$ cat src/rtl/calc_op_sequencer_if.sv
// Request / calculator / response bundle for calc_op_sequencer.
// slave = sequencer side, master = requester + calculator side.
interface calc_op_sequencer_if;
  logic        req_valid;
  logic        req_ready;
  logic [7:0]  req_a;
  logic [7:0]  req_b;
  logic [1:0]  req_op;
  logic [7:0]  calc_a;
  logic [7:0]  calc_b;
  logic [1:0]  calc_op;
  logic        calc_start;
  logic [15:0] calc_result;
  logic        calc_done;
  logic        calc_div_zero;
  logic        rsp_valid;
  logic        rsp_ready;
  logic [15:0] rsp_result;
  logic [1:0]  rsp_op;
  logic        rsp_div_zero;
  logic        rsp_timeout;

  modport slave (
    input  req_valid, req_a, req_b, req_op,
    input  calc_result, calc_done, calc_div_zero,
    input  rsp_ready,
    output req_ready,
    output calc_a, calc_b, calc_op, calc_start,
    output rsp_valid, rsp_result, rsp_op,
    output rsp_div_zero, rsp_timeout
  );

  modport master (
    output req_valid, req_a, req_b, req_op,
    output calc_result, calc_done, calc_div_zero,
    output rsp_ready,
    input  req_ready,
    input  calc_a, calc_b, calc_op, calc_start,
    input  rsp_valid, rsp_result, rsp_op,
    input  rsp_div_zero, rsp_timeout
  );
endinterface

$ cat src/rtl/calc_op_sequencer.sv
// One-at-a-time command sequencer for the 8-bit calculator.
// Define CALC_SEQ_TIMEOUT_EN to enable the WAIT-state watchdog.
module calc_op_sequencer #(
  parameter int unsigned DIV_SETTLE     = 2,
  parameter int unsigned TIMEOUT_CYCLES = 64
) (
  input  logic                 clk_i,
  input  logic                 rst_i,
  calc_op_sequencer_if.slave   bus,
  output logic                 busy_o
);

  typedef enum logic [1:0] {
    IDLE,
    ISSUE,
    WAIT,
    RESP
  } state_e;

  state_e      state_q;
  logic [7:0]  cnt_q;
  logic        req_ready_q;
  logic        busy_q;
  logic [7:0]  calc_a_q;
  logic [7:0]  calc_b_q;
  logic [1:0]  calc_op_q;
  logic        calc_start_q;
  logic        rsp_valid_q;
  logic [15:0] rsp_result_q;
  logic [1:0]  rsp_op_q;
  logic        rsp_dz_q;
  logic        rsp_to_q;

  logic is_div;
  logic cap;
  logic tmo;

  // Divide DONE is masked for the first DIV_SETTLE cycles (stale DONE)
  assign is_div = (calc_op_q == 2'b11);
  assign cap    = !is_div ||
                  ((32'(cnt_q) >= DIV_SETTLE) && bus.calc_done);

`ifdef CALC_SEQ_TIMEOUT_EN
  assign tmo = (32'(cnt_q) == TIMEOUT_CYCLES);
`else
  assign tmo = 1'b0;
`endif

  always_ff @(posedge clk_i) begin
    if (rst_i) begin
      state_q      <= IDLE;
      cnt_q        <= 8'd0;
      req_ready_q  <= 1'b1;
      busy_q       <= 1'b0;
      calc_a_q     <= 8'd0;
      calc_b_q     <= 8'd0;
      calc_op_q    <= 2'd0;
      calc_start_q <= 1'b0;
      rsp_valid_q  <= 1'b0;
      rsp_result_q <= 16'd0;
      rsp_op_q     <= 2'd0;
      rsp_dz_q     <= 1'b0;
      rsp_to_q     <= 1'b0;
    end else begin
      calc_start_q <= 1'b0;
      unique case (state_q)
        IDLE: begin
          if (bus.req_valid) begin
            calc_a_q     <= bus.req_a;
            calc_b_q     <= bus.req_b;
            calc_op_q    <= bus.req_op;
            calc_start_q <= 1'b1;
            req_ready_q  <= 1'b0;
            busy_q       <= 1'b1;
            state_q      <= ISSUE;
          end
        end
        ISSUE: begin
          cnt_q   <= 8'd0;
          state_q <= WAIT;
        end
        WAIT: begin
          if (cnt_q != 8'hFF) cnt_q <= cnt_q + 8'd1;
          if (cap) begin
            rsp_result_q <= bus.calc_result;
            rsp_dz_q     <= is_div && bus.calc_div_zero;
            rsp_op_q     <= calc_op_q;
            rsp_to_q     <= 1'b0;
            rsp_valid_q  <= 1'b1;
            state_q      <= RESP;
          end else if (tmo) begin
            rsp_result_q <= 16'hFFFF;
            rsp_dz_q     <= 1'b0;
            rsp_op_q     <= calc_op_q;
            rsp_to_q     <= 1'b1;
            rsp_valid_q  <= 1'b1;
            state_q      <= RESP;
          end
        end
        RESP: begin
          if (bus.rsp_ready) begin
            rsp_valid_q <= 1'b0;
            req_ready_q <= 1'b1;
            busy_q      <= 1'b0;
            state_q     <= IDLE;
          end
        end
        default: state_q <= IDLE;
      endcase
    end
  end

  assign bus.req_ready    = req_ready_q;
  assign bus.calc_a       = calc_a_q;
  assign bus.calc_b       = calc_b_q;
  assign bus.calc_op      = calc_op_q;
  assign bus.calc_start   = calc_start_q;
  assign bus.rsp_valid    = rsp_valid_q;
  assign bus.rsp_result   = rsp_result_q;
  assign bus.rsp_op       = rsp_op_q;
  assign bus.rsp_div_zero = rsp_dz_q;
  assign bus.rsp_timeout  = rsp_to_q;
  assign busy_o           = busy_q;

endmodule

$ cat src/flat_wrapper.sv
// flat-port wrapper written by rule: the top's interface ports become plain ports
module calc_op_sequencer_flat 
#(
  parameter int unsigned DIV_SETTLE     = 2,
  parameter int unsigned TIMEOUT_CYCLES = 64
)
  (clk_i, rst_i, busy_o, bus_req_valid, bus_req_a, bus_req_b, bus_req_op, bus_calc_result, bus_calc_done, bus_calc_div_zero, bus_rsp_ready, bus_req_ready, bus_calc_a, bus_calc_b, bus_calc_op, bus_calc_start, bus_rsp_valid, bus_rsp_result, bus_rsp_op, bus_rsp_div_zero, bus_rsp_timeout);
  calc_op_sequencer_if bus_i ();
  input  logic clk_i;
  input  logic rst_i;
  output logic busy_o;
  input wire logic [$bits(bus_i.req_valid)-1:0] bus_req_valid;
  input wire logic [$bits(bus_i.req_a)-1:0] bus_req_a;
  input wire logic [$bits(bus_i.req_b)-1:0] bus_req_b;
  input wire logic [$bits(bus_i.req_op)-1:0] bus_req_op;
  input wire logic [$bits(bus_i.calc_result)-1:0] bus_calc_result;
  input wire logic [$bits(bus_i.calc_done)-1:0] bus_calc_done;
  input wire logic [$bits(bus_i.calc_div_zero)-1:0] bus_calc_div_zero;
  input wire logic [$bits(bus_i.rsp_ready)-1:0] bus_rsp_ready;
  output wire logic [$bits(bus_i.req_ready)-1:0] bus_req_ready;
  output wire logic [$bits(bus_i.calc_a)-1:0] bus_calc_a;
  output wire logic [$bits(bus_i.calc_b)-1:0] bus_calc_b;
  output wire logic [$bits(bus_i.calc_op)-1:0] bus_calc_op;
  output wire logic [$bits(bus_i.calc_start)-1:0] bus_calc_start;
  output wire logic [$bits(bus_i.rsp_valid)-1:0] bus_rsp_valid;
  output wire logic [$bits(bus_i.rsp_result)-1:0] bus_rsp_result;
  output wire logic [$bits(bus_i.rsp_op)-1:0] bus_rsp_op;
  output wire logic [$bits(bus_i.rsp_div_zero)-1:0] bus_rsp_div_zero;
  output wire logic [$bits(bus_i.rsp_timeout)-1:0] bus_rsp_timeout;
  assign bus_i.req_valid = bus_req_valid;
  assign bus_i.req_a = bus_req_a;
  assign bus_i.req_b = bus_req_b;
  assign bus_i.req_op = bus_req_op;
  assign bus_i.calc_result = bus_calc_result;
  assign bus_i.calc_done = bus_calc_done;
  assign bus_i.calc_div_zero = bus_calc_div_zero;
  assign bus_i.rsp_ready = bus_rsp_ready;
  assign bus_req_ready = bus_i.req_ready;
  assign bus_calc_a = bus_i.calc_a;
  assign bus_calc_b = bus_i.calc_b;
  assign bus_calc_op = bus_i.calc_op;
  assign bus_calc_start = bus_i.calc_start;
  assign bus_rsp_valid = bus_i.rsp_valid;
  assign bus_rsp_result = bus_i.rsp_result;
  assign bus_rsp_op = bus_i.rsp_op;
  assign bus_rsp_div_zero = bus_i.rsp_div_zero;
  assign bus_rsp_timeout = bus_i.rsp_timeout;
  calc_op_sequencer #(.DIV_SETTLE(DIV_SETTLE), .TIMEOUT_CYCLES(TIMEOUT_CYCLES)) u_core (.clk_i(clk_i), .rst_i(rst_i), .bus(bus_i), .busy_o(busy_o));
endmodule
$ cat config.mk
export PLATFORM = sky130hd
export DESIGN_NAME = calc_op_sequencer_flat
export DESIGN_NICKNAME = d
export VERILOG_FILES = /design/src/rtl/calc_op_sequencer_if.sv /design/src/rtl/calc_op_sequencer.sv /design/src/flat_wrapper.sv
export SDC_FILE = /design/constraint.sdc
export NUM_CORES = 1
export LEC_CHECK = 0
export CAP_MARGIN = 20
export CELL_PAD_IN_SITES_DETAIL_PLACEMENT = 1
export CELL_PAD_IN_SITES_GLOBAL_PLACEMENT = 2
export CORE_ASPECT_RATIO = 1.5
export CORE_MARGIN = 3
export CORE_UTILIZATION = 37
export DETAILED_ROUTE_END_ITERATION = 10
export DONT_BUFFER_PORTS = 1
export GPL_TIMING_DRIVEN = 0
export PLACE_DENSITY = 0.78
export SLEW_MARGIN = 0
export SYNTH_ARGS = -nofsm -noshare
export SYNTH_HDL_FRONTEND = slang
export SYNTH_SLANG_ARGS = --single-unit
$ cat constraint.sdc
create_clock -name clk_i -period 2.58 [get_ports clk_i]
set_clock_uncertainty 0.05 [all_clocks]
set_input_delay 0.258 -clock clk_i [delete_from_list [all_inputs] [get_ports clk_i]]
set_output_delay 0.258 -clock clk_i [all_outputs]
set_load 0.02 [all_outputs]
==> impl_metrics.ini <==
[yosys]
ys.flop_type = dfxtp_1
synth_simple_gate_area_share_pct = 22.4
syn_nets = 300
synth_edf_count = 0
synthDistinctLibCells = 39
synthXorXnorAreaFrac_pct = 0
synth-compound-area-share_pct = 12.6
synth_seq_area_share_pct = 47.6
synth_fa_ha_area_share_pct = 4.08
async_flop_share_pct = 0
synthCells = 253
syn_area_um2 = 2150
syn_avg_cell_area_um2 = 8.49
ys_seq_elements = 51
synth.area.mux_share_pct = 8.39
yosysWarningCount = 0
synth_top_family_by_area = simple AND/OR/NAND/NOR gates

[place]
place.gp.congestion = 0.718
hpwl_um = 3860
placed_area_um2 = 2230
portBuffers = 0

[power_and_ir_drop]
switching_power_mw = 0.861
switching_share_pct = 39.0
ir_worst_vdd_mv = 0.443
clockPowerShare_pct = 19.6
p_per_area_nw_per_um2 = 954
seqPwrFrac_pct = 54.3
pwr-share-comb_pct = 26.1
p_leak_nw = 0.836
intPower_mw = 1.34

[finish]
syn_to_final_growth_pct = 7.63
fin_nets = 307
drive_gt1_share_pct = 5.02
diodes = 0
final_area_um2 = 2310
utilization_pct = 41.8

[timing]
period_needed_ps = 1970
setup_violations = 0
finalSetupTns_ps = 0
hold_violations = 0
fmax_mhz = 507
whs_ps = 34.4
post-route-period-util_pct = 76.4
rsz0062_at_grt = no
slew_violations = 0

[drt]
dr.pass1.iters = 4
drcViolationCount = 0
drtAntennaViolNets = 0
vias = 1720
wl_per_cell_um = 15.6
avgViaCountPerCell = 5.23
routed_wl_um = 5120
drt_iter0_drc = 68

[clock_tree]
clock_path_buffers = 2
cts_setup_buffers = 0
clk_transition_reported_paths_ps = 90
cts-root-buf = clkbuf_8
cts_tree = done
clock-sinks = 51
cts_buffers = 5
cts_hold_buf = 0
clock_latency_ps = 300
cts-resized-gates = 0
htreeDepth = 2

[run_status]
outcome = completed

[floorplan]
dieArea_um2 = 6770
coreArea_um2 = 5530
initial_core_util_pct = 38.8
io-pin-count = 82
die_h_um = 99.3
die_w_um = 68.2
std_cell_rows = 33

[setup_path]
cp-end-kind = register
cp.arrival_ps = 2110
crit_type = reg -> reg
path_max_fanout = 10
cp-start-kind = register
crit_required_ps = 2720

[global_routing]
grt_usage_pct = 16.2
grt_pass1_wl_um = 8610
grt-ovfl-total = 0
grt_pass1_vias = 1788
grt_max_degree = 15
antenna_found_initial = 0

[job]
max_cap_viol_count = 0

[min_path]
hp-class = in -> reg
## per-stage QoR
| stage | worst slack [ps] | std cells | total power [mW] |
|---|---|---|---|
| after detailed placement | 627 | 323 | 1.81 |
| final | 609 | 329 | 2.21 |
| after floorplan | 970 | 253 | 1.65 |
| after global placement | 640 | 323 | 1.80 |
| after CTS | 590 | 329 | 2.26 |
| after global routing | 389 | 329 | 2.37 |
## routing by layer
metal	vias up	track usage (%)	part of all wire, %
li1	863	-	-
met1	799	19.4	40
met2	52	27.4	51
met3	6	4.29	7.3
met4	0	5.51	1.5
met5	-	0	0
## synthesized netlist by cell type, types with 2 or more instances
master / number / share of area (%)
dfxtp_1: 51 / 48
a211oi_1: 2 / 0.70
nor3b_1: 2 / 0.70
buf_6: 2 / 1.0
or3_1: 2 / 0.58
nor3_1: 5 / 1.2
ha_1: 7 / 4.1
o21ai_0: 3 / 0.70
mux2i_1: 18 / 8.4
nand2_1: 80 / 14
o221a_2: 2 / 1.0
nor4_2: 2 / 1.2
clkbuf_1: 11 / 1.9
nand3_1: 4 / 0.93
a21oi_1: 23 / 5.4
nor2_1: 9 / 1.6
inv_1: 8 / 1.4
## cell usage in the layout, fill, tap and decap left out, types with 2 or more instances in the layout
cell type,synthesis,final
o21ai_0,3,3
o221a_2,2,2
dfxtp_1,51,51
a21oi_1,23,23
nand3_1,4,4
inv_1,8,8
a211oi_1,2,2
nand2_1,80,80
nor3b_1,2,2
mux2i_1,18,18
or3_1,2,2
nor2_1,9,9
buf_6,2,2
clkbuf_1,11,11
nor4_2,2,2
clkbuf_8,0,5
ha_1,7,7
nor3_1,5,5
## sequential cells by signal, indices dropped and copies added (netlist names), 2 cells and up
| signal | flops |
|---|---|
| u_core.bus.calc_op | 2 |
| u_core.cnt_q | 8 |
| u_core.bus.rsp_result | 16 |
| u_core.state_q | 2 |
| u_core.bus.calc_a | 8 |
| u_core.bus.rsp_op | 2 |
| u_core.bus.calc_b | 8 |
## kinds of logic (layout without fill, tap and decap cells)
logic type,Yosys count,count (layout)
buffers and inverters,22,28
muxes,18,18
other,1,1
DFF,51,51
and+or+nand+nor,111,111
adders and majority gates,7,7
AOI/OAI and AO/OA,43,43
## final timing paths
kind | endpoint | start | slack, ps | cells after the start
setup / recovery | u_core.cnt_q[7] | u_core.state_q[0] | 610 | 7
setup reg to reg | u_core.cnt_q[7] | u_core.state_q[0] | 610 | 7
hold reg to reg | u_core.state_q[1] | u_core.state_q[1] | 470 | 2
hold / removal | u_core.bus.calc_a[3] | bus_req_a[3] | 30 | 2
## area by class of cell
cell class | instances | area [µm²]
Tap cell | 70 | 87.6
Clock inverter | 1 | 7.51
Clock buffer | 5 | 68.8
Multi-Input combinational cell | 180 | 1020
Fill cell | 702 | 3220
Inverter | 8 | 30.0
Buffer | 14 | 71.3
Sequential cell | 51 | 1020
## worst max-delay path, cell delays in order, from the launching register on
cell	delay [ps]
dfxtp_1	340
inv_1	130
ha_1	230
clkbuf_1	390
nand3_1	190
nor3_1	240
mux2i_1	230
nor2_1	50
## power groups by stage
stage          sequential, mW  combinational (mW)  clock [mW]
6_report                 1.20               0.576       0.433
2_1_floorplan            1.18               0.471           0
3_3_place_gp             1.22               0.575           0
5_1_grt                  1.22               0.665       0.488
4_1_cts                  1.20               0.593       0.460
3_5_place_dp             1.22               0.591           0
(Power assumes the default switching activity.)
